`config.mk`:
```
export PLATFORM = sky130hd
export DESIGN_NAME = bcd_seg7_scanner
export DESIGN_NICKNAME = d
export VERILOG_FILES = /design/src/rtl/bcd_seg7_scanner_pkg.sv /design/src/rtl/bcd_seg7_scanner_bcd_to_seg7.sv /design/src/rtl/bcd_seg7_scanner.sv
export SDC_FILE = /design/constraint.sdc
export NUM_CORES = 1
export LEC_CHECK = 0
export BUFFER_PORTS_ARGS = -buffer_cell sky130_fd_sc_hd__buf_2
export CAP_MARGIN = 30
export CORE_MARGIN = 10
export CORE_UTILIZATION = 25
export CTS_CLUSTER_DIAMETER = 150
export DETAILED_ROUTE_END_ITERATION = 7
export PLACE_DENSITY_LB_ADDON = 0.05
export SYNTH_ARGS = -nofsm -noshare
export SYNTH_HDL_FRONTEND = slang
export SYNTH_SLANG_ARGS = --single-unit
```
`constraint.sdc`:
```
create_clock -name clk -period 4 [get_ports clk]
set_clock_uncertainty 0.15 [all_clocks]
set_input_delay 0.4 -clock clk [delete_from_list [all_inputs] [get_ports clk]]
set_output_delay 0.4 -clock clk [all_outputs]
set_load 0.02 [all_outputs]
```
`src/rtl/bcd_seg7_scanner_pkg.sv`:
```
// Shared types and segment codes for the 3-digit BCD seven-segment scanner.
// Segment bit order is {g,f,e,d,c,b,a}, active-high.
package bcd_seg7_scanner_pkg;

    typedef enum logic [1:0] {
        ST_IDLE = 2'd0,
        ST_DIG0 = 2'd1,
        ST_DIG1 = 2'd2,
        ST_DIG2 = 2'd3
    } state_e;

    typedef struct packed {
        logic [3:0] d100;
        logic [3:0] d10;
        logic [3:0] d1;
    } bcd3_t;

    localparam logic [6:0] SEG_0    = 7'h3F;
    localparam logic [6:0] SEG_1    = 7'h06;
    localparam logic [6:0] SEG_2    = 7'h5B;
    localparam logic [6:0] SEG_3    = 7'h4F;
    localparam logic [6:0] SEG_4    = 7'h66;
    localparam logic [6:0] SEG_5    = 7'h6D;
    localparam logic [6:0] SEG_6    = 7'h7D;
    localparam logic [6:0] SEG_7    = 7'h07;
    localparam logic [6:0] SEG_8    = 7'h7F;
    localparam logic [6:0] SEG_9    = 7'h6F;
    localparam logic [6:0] SEG_DASH = 7'h40;
    localparam logic [6:0] SEG_OFF  = 7'h00;

endpackage

```
`src/rtl/bcd_seg7_scanner_bcd_to_seg7.sv`:
```
// Combinational BCD digit to seven-segment decoder; non-BCD codes show a dash
// and raise the invalid flag.
module bcd_to_seg7
    import bcd_seg7_scanner_pkg::*;
(
    input  logic [3:0] digit,
    output logic [6:0] seg,
    output logic       invalid
);

    always_comb begin
        invalid = 1'b0;
        unique case (digit)
            4'd0:    seg = SEG_0;
            4'd1:    seg = SEG_1;
            4'd2:    seg = SEG_2;
            4'd3:    seg = SEG_3;
            4'd4:    seg = SEG_4;
            4'd5:    seg = SEG_5;
            4'd6:    seg = SEG_6;
            4'd7:    seg = SEG_7;
            4'd8:    seg = SEG_8;
            4'd9:    seg = SEG_9;
            default: begin
                seg     = SEG_DASH;
                invalid = 1'b1;
            end
        endcase
    end

endmodule

```
`src/rtl/bcd_seg7_scanner.sv`:
```
// Buffers one 3-digit BCD value and scans it onto a multiplexed 3-digit display.
// A new value replaces the shown one only at a frame boundary, so frames never tear.
module bcd_seg7_scanner
    import bcd_seg7_scanner_pkg::*;
#(
    parameter int REFRESH_DIV  = 1000,
    parameter int BLANK_CYCLES = 1,
    parameter int BLANK_LZ     = 1
) (
    input  logic       clk,
    input  logic       rst,
    input  logic       bcd_valid,
    output logic       bcd_ready,
    input  logic [3:0] d100,
    input  logic [3:0] d10,
    input  logic [3:0] d1,
    output logic [6:0] seg,
    output logic [2:0] an,
    output logic       digit_err
);

    localparam int CNT_W = (REFRESH_DIV > 2) ? $clog2(REFRESH_DIV) : 1;
    localparam logic [CNT_W-1:0] CNT_LAST  = CNT_W'(REFRESH_DIV - 1);
    localparam logic [CNT_W-1:0] CNT_BLANK = CNT_W'(BLANK_CYCLES);

    state_e           state_q, state_d;
    logic [CNT_W-1:0] cnt_q, cnt_d;
    bcd3_t            pend_q, pend_d;
    logic             pend_full_q, pend_full_d;
    bcd3_t            disp_q, disp_d;
    logic [6:0]       seg_q, seg_d;
    logic [2:0]       an_q, an_d;
    logic             digit_err_q, digit_err_d;

    logic [3:0]       cur_digit;
    logic [2:0]       slot_an;
    logic             lz_blank;
    logic [6:0]       dec_seg;
    logic             dec_invalid;

    // Handshake: a transfer happens on a rising edge where bcd_valid && bcd_ready;
    // bcd_ready is just the inverted pending-full flop, so the source must hold data while it is low.
    assign bcd_ready = !pend_full_q;
    assign seg       = seg_q;
    assign an        = an_q;
    assign digit_err = digit_err_q;

    always_ff @(posedge clk) begin
        if (rst) begin
            state_q     <= ST_IDLE;
            cnt_q       <= '0;
            pend_q      <= '0;
            pend_full_q <= 1'b0;
            disp_q      <= '0;
            seg_q       <= SEG_OFF;
            an_q        <= 3'b000;
            digit_err_q <= 1'b0;
        end else begin
            state_q     <= state_d;
            cnt_q       <= cnt_d;
            pend_q      <= pend_d;
            pend_full_q <= pend_full_d;
            disp_q      <= disp_d;
            seg_q       <= seg_d;
            an_q        <= an_d;
            digit_err_q <= digit_err_d;
        end
    end

    always_comb begin
        state_d     = state_q;
        cnt_d       = cnt_q;
        pend_d      = pend_q;
        pend_full_d = pend_full_q;
        disp_d      = disp_q;

        if (bcd_valid && !pend_full_q) begin
            pend_d      = {d100, d10, d1};
            pend_full_d = 1'b1;
        end

        unique case (state_q)
            ST_IDLE: begin
                if (pend_full_q) begin
                    disp_d      = pend_q;
                    pend_full_d = 1'b0;
                    state_d     = ST_DIG0;
                    cnt_d       = '0;
                end
            end
            default: begin
                if (cnt_q == CNT_LAST) begin
                    cnt_d = '0;
                    unique case (state_q)
                        ST_DIG0: state_d = ST_DIG1;
                        ST_DIG1: state_d = ST_DIG2;
                        default: begin
                            // Frame boundary: the only place the shown value may change.
                            state_d = ST_DIG0;
                            if (pend_full_q) begin
                                disp_d      = pend_q;
                                pend_full_d = 1'b0;
                            end
                        end
                    endcase
                end else begin
                    cnt_d = cnt_q + CNT_W'(1);
                end
            end
        endcase
    end

    always_comb begin
        cur_digit = disp_q.d1;
        slot_an   = 3'b001;
        lz_blank  = 1'b0;
        unique case (state_q)
            ST_DIG1: begin
                cur_digit = disp_q.d10;
                slot_an   = 3'b010;
                lz_blank  = (BLANK_LZ != 0) && (disp_q.d100 == 4'd0) && (disp_q.d10 == 4'd0);
            end
            ST_DIG2: begin
                cur_digit = disp_q.d100;
                slot_an   = 3'b100;
                lz_blank  = (BLANK_LZ != 0) && (disp_q.d100 == 4'd0);
            end
            default: ;
        endcase
    end

    bcd_to_seg7 u_dec (
        .digit   (cur_digit),
        .seg     (dec_seg),
        .invalid (dec_invalid)
    );

    // Blanked leading zeros keep their anode on so every slot has the same duty.
    always_comb begin
        an_d        = 3'b000;
        seg_d       = SEG_OFF;
        digit_err_d = digit_err_q;
        if (state_q != ST_IDLE && cnt_q >= CNT_BLANK) begin
            an_d  = slot_an;
            seg_d = lz_blank ? SEG_OFF : dec_seg;
            if (dec_invalid) begin
                digit_err_d = 1'b1;
            end
        end
    end

endmodule

```
==> results of run 1 <==
-- cells in the mapped netlist, drive strengths merged, types with 5 or more instances --
cell     n  area (µm²)
a21oi   23         115
a22oi    6        50.1
a311oi   7        67.6
buf     10        68.8
clkbuf   5        18.8
dfxtp   48         961
ha       9         113
inv      7        26.3
mux2i   14         140
nand2   36         135
nand2b   5        38.8
nor2    26         100
nor3     6        46.3
o21ai   13        65.1
-- metrics by stage --
stage | hold WS [ps] | instance area (µm²) | std cells | power (mW) | util
6_report | 170 | 2560 | 383 | 1.47 | 0.292
5_1_grt | 165 | 2560 | 383 | 1.59 | 0.292
4_1_cts | 155 | 2560 | 383 | 1.50 | 0.292
3_5_place_dp | 305 | 2440 | 375 | 1.12 | 0.279
3_3_place_gp | 300 | 2440 | 375 | 1.13 | 0.279
2_1_floorplan | 286 | 2260 | 256 | 1.01 | -
-- final timing paths --
| kind | start | end | cells after the start | slack (ps) |
|---|---|---|---|---|
| max | cnt_q[0]$_SDFFE_PP0P_ | disp_q[5]$_SDFFE_PP0P_ | 6 | 1470 |
| min | d10[0] | pend_q[4]$_SDFFE_PP0P_ | 3 | 170 |
| max reg2reg | cnt_q[0]$_SDFFE_PP0P_ | disp_q[5]$_SDFFE_PP0P_ | 6 | 1470 |
| min reg2reg | pend_q[9]$_SDFFE_PP0P_ | pend_q[9]$_SDFFE_PP0P_ | 2 | 310 |
-- power groups by stage --
stage	Clock, mW	Combinational [mW]	Sequential (mW)
after global placement	0	0.558	0.573
after floorplan	0	0.424	0.588
final	0.364	0.546	0.560
after detailed placement	0	0.551	0.572
after global routing	0.395	0.624	0.569
after CTS	0.383	0.555	0.561
-- worst max-delay path, cell delays in order, from the launching register on --
cell     delay (ps)
dfxtp_1         380
ha_1            310
and4_4          280
a41oi_4         290
nor3_4          680
mux2i_1         260
nor2_1           50
-- logic make-up after synthesis --
kind of cell | share of synthesized area
buffers and inverters | 0.0503
and+or+nand+nor | 0.215
AOI/OAI and AO/OA | 0.193
DFF | 0.424
adders and majority gates | 0.0497
muxes | 0.0668
-- state kept, by name (all words and copies together), names as in the netlist --
name	flops
an	3
cnt_q	10
digit_err	1
disp_q	12
pend_full_q	1
pend_q	12
seg	7
state_q	2
-- metal layers --
metal | global-route usage | vias up | share of wire
met5 | 0 | - | 0
met4 | 0.0272 | 0 | 0.011
met3 | 0.0266 | 4 | 0.059
met2 | 0.114 | 34 | 0.40
met1 | 0.122 | 815 | 0.53
li1 | - | 952 | -
-- final cells by class --
class,instances,area (µm²),share of cell area
well taps,108,135,0.0528
repair buffers,26,130,0.0509
flip-flops and latches,48,961,0.376
inverters,7,26.3,0.0103
multi-input cells,186,1190,0.465
clock inverters,3,46.3,0.0181
clock buffers,5,68.8,0.0269
==> flow_summary_export.csv, run 1 <==
group,metric,value,unit
status,status,"finished clean",
power_and_ir_drop,ir_worst_vdd,164,µV
synth,synth_warnings,0,
power_and_ir_drop,swShare,0.382,
job,drv_cap,0,
detailed_routing,routed_wl,5.31,mm
synth,postSynthNetCount,280,
sta,setup_viol,0,
power_and_ir_drop,clockPowerShare,0.248,
floorplan,core_area,8760,µm²
grt,grt_start_max_net_pins,40,
sta,fmax,395,MHz
synth,netlist_area,2260,µm²
sta,tns,0,ps
detailed_routing,post_drt_wl_per_cell,13.9,µm
worst_setup_path,required,4020,ps
placed_design,pre_cts_ws,1440,ps
finish,antenna_cells,0,
grt,grt.total_usage,0.0841,
synth,syn_inst,256,
detailed_routing,drt_iter0_markers,71,
placed_design,io_buffers,26,
floorplan,num_rows,34,
floorplan,die_y,115,µm
power_and_ir_drop,netSwitchingPower,0.562,mW
power_and_ir_drop,share_comb_of_total_power,0.371,
sta,finalMaxSlewViolations,0,
sta,finalWorstSetupSlack,1470,ps
clock_tree,numCtsBuffers,5,
sta,min_period_over_period,0.633,
clock_tree,clk_path_buf_depth,2,
synth,yosysSeqAreaShare,0.424,
detailed_routing,vias_per_cell,4.71,
clock_tree,insertion_delay,300,ps
synth,yosys.cell_types.count,47,
worst_setup_path,path_max_fanout,18,
finish,drive_above_1_share,0.164,
sta,worst_slew_pin_slew,806,ps
synth,synth_edf_count,0,
clock_tree,cts_num_sinks,48,
clock_tree,path_clk_slew,90,ps
clock_tree,post_cts_buffers,0,
synth,ys_ff_latch,48,
worst_setup_path,arrival,2550,ps
clock_tree,cts_hold_buf,0,
detailed_routing,drc,0,
min_path,hp-class,"in2reg",
worst_setup_path,path_class,"reg2reg",
sta,timing.slew.headroom,0.462,
power_and_ir_drop,powerDensity,575,nW/µm²
grt,grt_antenna_before_repair,0,
sta,rsz0062_at_grt,"no",
power_and_ir_drop,intPower,0.909,mW
clock_tree,root_buffer,"clkbuf_8",
synth,async_flop_share,0,
grt,grt_pass1_vias,1711,
floorplan,start_util,0.258,
floorplan,ios,27,
grt,grt_overflow,0,
worst_setup_path,worstSetupStartpointType,"flop",
grt,grt_pass1_wl,9.17,mm
worst_setup_path,endpoint_kind,"flop",
clock_tree,ctsResizeCount,0,
detailed_routing,dr.pass1.iters,4,
power_and_ir_drop,p_leak,1.00,nW
clock_tree,cts_max_level,2,
synth,synth-main-ff-cell,"dfxtp_1",
sta,final_hold_viol_count,0,
floorplan,dieArea,13300,µm²
power_and_ir_drop,pwr-share-seq,0.381,
finish,fin_nets,298,
detailed_routing,num_vias,1805,
finish,mostFrequentLayoutCell,"dfxtp_1",
finish,final_cell_mix,"dfxtp_1, nand2_1, buf_2, nor2_1, a21oi_1",
placed_design,gp_congestion,0.739,
finish,area_growth,12.9,%
detailed_routing,antenna_left,0,
floorplan,die_w,115,µm
sta,fin_crit,2530,ps
synth,avgSynthCellArea,8.85,µm²
clock_tree,cts_tree,"yes",
placed_design,post-dp-hpwl,3.85,mm
finish,num-fill-cells,949,
(Power assumes the default switching activity.)
==> inputs of run 2 (changes only) <==
clock period = 2.3 ns   (was 4 ns; I/O delays follow)
==> run 2 against run 1 <==
Core utilization up 2.9 points; die area unchanged; register-to-register slack worse by 1300 ps; wire length up 6.7%; count of clock-buffer cells in the layout unchanged; maximum frequency up 19%; clock power up 110%; global-route usage up 0.36 points; worst setup slack worse by 1300 ps; critical path depth up 1; largest power group is now combinational logic; flip-flop and latch count unchanged.
==> flow_summary_export.csv, run 2 (synthesized netlist as in run 1, its figures left out) <==
group,metric,value,unit
status,status,"finished clean",
clock_tree,cts_max_level,2,
floorplan,die_y,115,µm
worst_setup_path,arrival,2160,ps
power_and_ir_drop,clockPowerShare,0.268,
finish,drive_above_1_share,0.201,
sta,finalWorstSetupSlack,176,ps
worst_setup_path,path_class,"reg2reg",
finish,final_cell_mix,"dfxtp_1, nand2_1, buf_2, nor2_1, a21oi_1",
clock_tree,post_cts_buffers,0,
clock_tree,cts_num_sinks,48,
grt,grt_pass1_vias,1814,
power_and_ir_drop,ir_worst_vdd,316,µV
sta,worst_slew_pin_slew,551,ps
worst_setup_path,regToRegSetupSlack,180,ps
grt,grt_start_max_net_pins,39,
floorplan,dieArea,13300,µm²
floorplan,num_rows,34,
sta,timing.slew.headroom,0.630,
finish,mostFrequentLayoutCell,"dfxtp_1",
finish,antenna_cells,0,
placed_design,place_inst,387,
detailed_routing,post_drt_wl_per_cell,13.9,µm
placed_design,io_buffers,26,
sta,rsz0062_at_grt,"no",
clock_tree,clk_path_buf_depth,2,
sta,fin_crit,2120,ps
finish,final_cell_area,2810,µm²
detailed_routing,vias_per_cell,4.65,
grt,grt_antenna_before_repair,0,
finish,area_growth,24.1,%
power_and_ir_drop,intPower,1.80,mW
power_and_ir_drop,netSwitchingPower,1.01,mW
worst_setup_path,endpoint_kind,"flop",
sta,finalMaxSlewViolations,0,
detailed_routing,routed_wl,5.67,mm
finish,fin_nets,322,
finish,final_cells,407,
sta,tns,0,ps
job,drv_cap,0,
floorplan,core_area,8760,µm²
clock_tree,numCtsBuffers,5,
sta,final_hold_viol_count,0,
finish,top_regs,"disp_q: 12 flops, pend_q: 12 flops, cnt_q: 10 flops",
min_path,hp-class,"in2reg",
floorplan,start_util,0.258,
worst_setup_path,path_max_fanout,8,
placed_design,place_area,2540,µm²
worst_setup_path,required,2330,ps
clock_tree,cts_tree,"yes",
power_and_ir_drop,p_leak,1.13,nW
power_and_ir_drop,swShare,0.360,
grt,grt_overflow,0,
clock_tree,insertion_delay,310,ps
sta,min_period_over_period,0.923,
grt,grt.total_usage,0.0876,
placed_design,post-dp-hpwl,4.01,mm
power_and_ir_drop,pwr-share-seq,0.346,
detailed_routing,drt_iter0_markers,75,
sta,fmax,471,MHz
placed_design,pre_cts_ws,91.0,ps
worst_setup_path,worstSetupStartpointType,"flop",
power_and_ir_drop,share_comb_of_total_power,0.386,
power_and_ir_drop,powerDensity,1000,nW/µm²
detailed_routing,num_vias,1891,
detailed_routing,drc,0,
floorplan,ios,27,
finish,finalCoreUtilization,0.321,
clock_tree,path_clk_slew,100,ps
detailed_routing,dr.pass1.iters,4,
clock_tree,root_buffer,"clkbuf_8",
placed_design,gp_congestion,0.773,
floorplan,die_w,115,µm
sta,setup_viol,0,
detailed_routing,antenna_left,0,
grt,grt_pass1_wl,9.47,mm
==> run 2: path summary, 6_finish.rpt <==
| path | start | endpoint | depth (start not counted) |
|---|---|---|---|
| worst min register to register | pend_q[3]$_SDFFE_PP0P_ | pend_q[3]$_SDFFE_PP0P_ | 2 |
| worst max register to register | state_q[1]$_SDFFE_PP0P_ | seg[6]$_SDFF_PP0_ | 7 |
| worst max-delay path | state_q[1]$_SDFFE_PP0P_ | seg[6]$_SDFF_PP0_ | 7 |
| worst min-delay path | rst | an[0]$_SDFF_PP0_ | 4 |
==> run 2: metrics by stage <==
step	total power, mW	hold slack (ps)
floorplan	1.76	216
global placement	2.06	299
detailed placement	2.06	303
CTS	2.85	242
global route	3.03	241
finish	2.81	248
==> run 2: area by class of cell <==
class | instances | area [µm²]
clock buffer | 5 | 68.8
inverter | 7 | 26.3
clock inverter | 3 | 68.8
fill | 956 | 5950
timing repair buffer | 50 | 353
tap | 108 | 135
multi-input combinational | 186 | 1200
sequential | 48 | 961
==> run 2: power by group through the flow <==
stage                     clock, mW  sequential (mW)  combinational (mW)
after floorplan                   0             1.02               0.737
after global placement            0            0.992                1.07
after detailed placement          0            0.994                1.07
after CTS                     0.788            0.974                1.09
after global routing          0.818            0.987                1.22
final                         0.752            0.974                1.09
==> run 2: timing repair <==
action / 4_1_cts / 5_1_grt
gates resized for setup: 0 / 3
hold buffers: 12 / 0
endpoints found under the hold margin: 12 / 0
endpoints found under the setup margin: 0 / 1
==> run 2: metal layers <==
metal	vias to the layer above	wire length [µm]	part of all wire	global-route usage
met5	-	0	0	0
met2	37	2220	0.39	0.120
met4	0	68	0.012	0.0272
met1	855	3090	0.55	0.128
li1	994	-	-	-
met3	5	291	0.051	0.0250
==> run 2: critical path: stages, from the launching register on <==
cell	delay, ps
dfxtp_1	440
ha_1	350
nand2b_4	210
a22oi_1	90
buf_4	160
nor4_1	330
mux2_2	210
a21oi_1	50
==> inputs of run 3 (changes only) <==
--- a/config.mk
+++ b/config.mk
@@ -8,4 +8,5 @@
 export BUFFER_PORTS_ARGS = -buffer_cell sky130_fd_sc_hd__buf_2
 export CAP_MARGIN = 30
+export CORE_ASPECT_RATIO = 0.5
 export CORE_MARGIN = 10
 export CORE_UTILIZATION = 25
--- a/constraint.sdc
+++ b/constraint.sdc
@@ -3,3 +3,3 @@
 set_input_delay 0.23 -clock clk [delete_from_list [all_inputs] [get_ports clk]]
 set_output_delay 0.23 -clock clk [all_outputs]
-set_load 0.02 [all_outputs]
+set_load 0.05 [all_outputs]
==> run 3 against run 2 <==
Via count fell by 1.7%; register-to-register slack improved by 20 ps; core utilization shrank 0.99 points; non-clock buffer count decreased by 13; critical path type unchanged; total power is 4.7% higher; highest routed layer unchanged; worst setup slack improved by 18 ps; largest cell class unchanged; first-iteration DRC count increased by 59%; critical endpoint is now seg[5]$_SDFF_PP0_.
==> flow_summary_export.csv, run 3 (synthesized netlist as in run 1, its figures left out) <==
group,metric,value,unit
grt,grt_overflow,0,
finish,multi_input_area,1190,µm²
floorplan,die_w,155,µm
clock_tree,post_cts_buffers,0,
sta,final_hold_viol_count,0,
sta,min_period_over_period,0.916,
worst_setup_path,worstSetupStartpointType,"flop",
finish,num-fill-cells,958,
placed_design,io_buffers,26,
floorplan,dieArea,13500,µm²
placed_design,post-dp-hpwl,4.14,mm
worst_setup_path,cpPeakStageDelay,380,ps
finish,mostFrequentLayoutCell,"dfxtp_1",
finish,fin_nets,309,
detailed_routing,drt_iter0_markers,119,
grt,grt_antenna_before_repair,0,
finish,top_regs,"disp_q: 12 flops, pend_q: 12 flops, cnt_q: 10 flops",
grt,grt_start_max_net_pins,39,
placed_design,place_inst,395,
floorplan,ios,27,
finish,drive_above_1_share,0.203,
finish,sequential_cell_area,961,µm²
clock_tree,numCtsBuffers,5,
sta,setup_viol,0,
sta,tns,0,ps
status,status,"finished clean",
worst_setup_path,cp_slowest_cell,"dfxtp_1",
placed_design,gp_congestion,0.780,
detailed_routing,post_drt_wl_per_cell,13.8,µm
placed_design,place_area,2550,µm²
job,drv_cap,0,
sta,fmax,475,MHz
power_and_ir_drop,pwr-share-seq,0.332,
sta,rsz0062_at_grt,"no",
grt,grt.total_usage,0.0855,
worst_setup_path,crit_chain,"inv_1, ha_1, nor4b_1, a311oi_2, o21ai_1, a31oi_1, o211a_1",
clock_tree,cts_tree,"yes",
finish,final_cell_area,2730,µm²
power_and_ir_drop,power,2.95,mW
grt,grt_pass1_vias,1841,
clock_tree,insertion_delay,290,ps
floorplan,start_util,0.258,
power_and_ir_drop,share_comb_of_total_power,0.380,
floorplan,num_rows,24,
finish,final_cell_mix,"dfxtp_1, nand2_1, buf_2, nor2_1, a21oi_1",
grt,grt_pass1_wl,9.46,mm
clock_tree,root_buffer,"clkbuf_16",
sta,finalMaxSlewViolations,0,
power_and_ir_drop,intPower,1.85,mW
min_path,hp-class,"in2reg",
detailed_routing,antenna_left,0,
detailed_routing,num_vias,1859,
worst_setup_path,path_class,"reg2reg",
finish,area_growth,20.3,%
worst_setup_path,endpoint_kind,"flop",
detailed_routing,vias_per_cell,4.61,
power_and_ir_drop,powerDensity,1080,nW/µm²
worst_setup_path,required,2380,ps
clock_tree,cts_max_level,2,
power_and_ir_drop,netSwitchingPower,1.10,mW
clock_tree,clk_path_buf_depth,2,
clock_tree,cts_num_sinks,48,
sta,worst_slew_pin_slew,577,ps
worst_setup_path,path_max_fanout,7,
finish,finalCoreUtilization,0.311,
detailed_routing,dr.pass1.iters,4,
power_and_ir_drop,p_leak,1.08,nW
detailed_routing,drc,0,
detailed_routing,routed_wl,5.55,mm
finish,antenna_cells,0,
clock_tree,path_clk_slew,70,ps
clock_tree,cts_hold_buf,0,
floorplan,core_area,8770,µm²
worst_setup_path,arrival,2190,ps
finish,final_cells,403,
floorplan,die_y,87.3,µm
clock_tree,ctsResizeCount,0,
sta,fin_crit,2110,ps
power_and_ir_drop,clockPowerShare,0.288,
sta,timing.slew.headroom,0.613,
power_and_ir_drop,swShare,0.373,
power_and_ir_drop,ir_worst_vdd,364,µV
run 3: changes by cell type in the layout (fill, tap and decap cells not counted), sizes merged:
cell,change
clkinvlp,+1
bufinv,-1
buf,-1
dlygate4sd3,-12
run 3: final cells by class:
type,instances,share of cell area
Tap cell,117,0.0537
Inverter,7,0.00964
Clock inverter,3,0.0170
Timing Repair Buffer,37,0.0826
Sequential cell,48,0.353
Clock buffer,5,0.0459
Multi-Input combinational cell,186,0.438
run 3: path summary, 6_finish.rpt:
kind | slack [ps] | cells after the start | start | endpoint
worst min register to register | 310 | 2 | pend_q[2]$_SDFFE_PP0P_ | pend_q[2]$_SDFFE_PP0P_
worst max-delay path | 190 | 7 | cnt_q[0]$_SDFFE_PP0P_ | seg[5]$_SDFF_PP0_
worst max register to register | 190 | 7 | cnt_q[0]$_SDFFE_PP0P_ | seg[5]$_SDFF_PP0_
worst min-delay path | 20 | 3 | d1[2] | pend_q[2]$_SDFFE_PP0P_
run 3: routing by layer:
| layer | routed length (µm) | share of wire | track usage |
|---|---|---|---|
| met2 | 2350 | 0.42 | 0.128 |
| met1 | 2970 | 0.53 | 0.116 |
| met4 | 17 | 0.0031 | 0.0205 |
| met5 | 0 | 0 | 0 |
| met3 | 217 | 0.039 | 0.0281 |
run 3: power by group through the flow:
stage                     combinational [mW]  clock, mW  sequential [mW]
final                                   1.12      0.849            0.977
after global routing                    1.26      0.916            0.992
after CTS                               1.13      0.889            0.977
after detailed placement                1.12          0            0.997
after global placement                  1.12          0            0.994
after floorplan                        0.742          0             1.10
run 3: metrics by stage:
step	setup slack, ps	hold slack, ps
after floorplan	314	216
after global placement	141	301
after detailed placement	106	303
after CTS	87.5	11.2
after global routing	2.68	15.4
final	194	20.8
run 3: worst max-delay path: cells and delay by family (launching register included):
kind | cells | cell delay [ps]
buf+inv | 1 | 90
compound gates | 4 | 1070
fa+ha+maj | 1 | 210
flops | 1 | 380
simple gates | 1 | 150
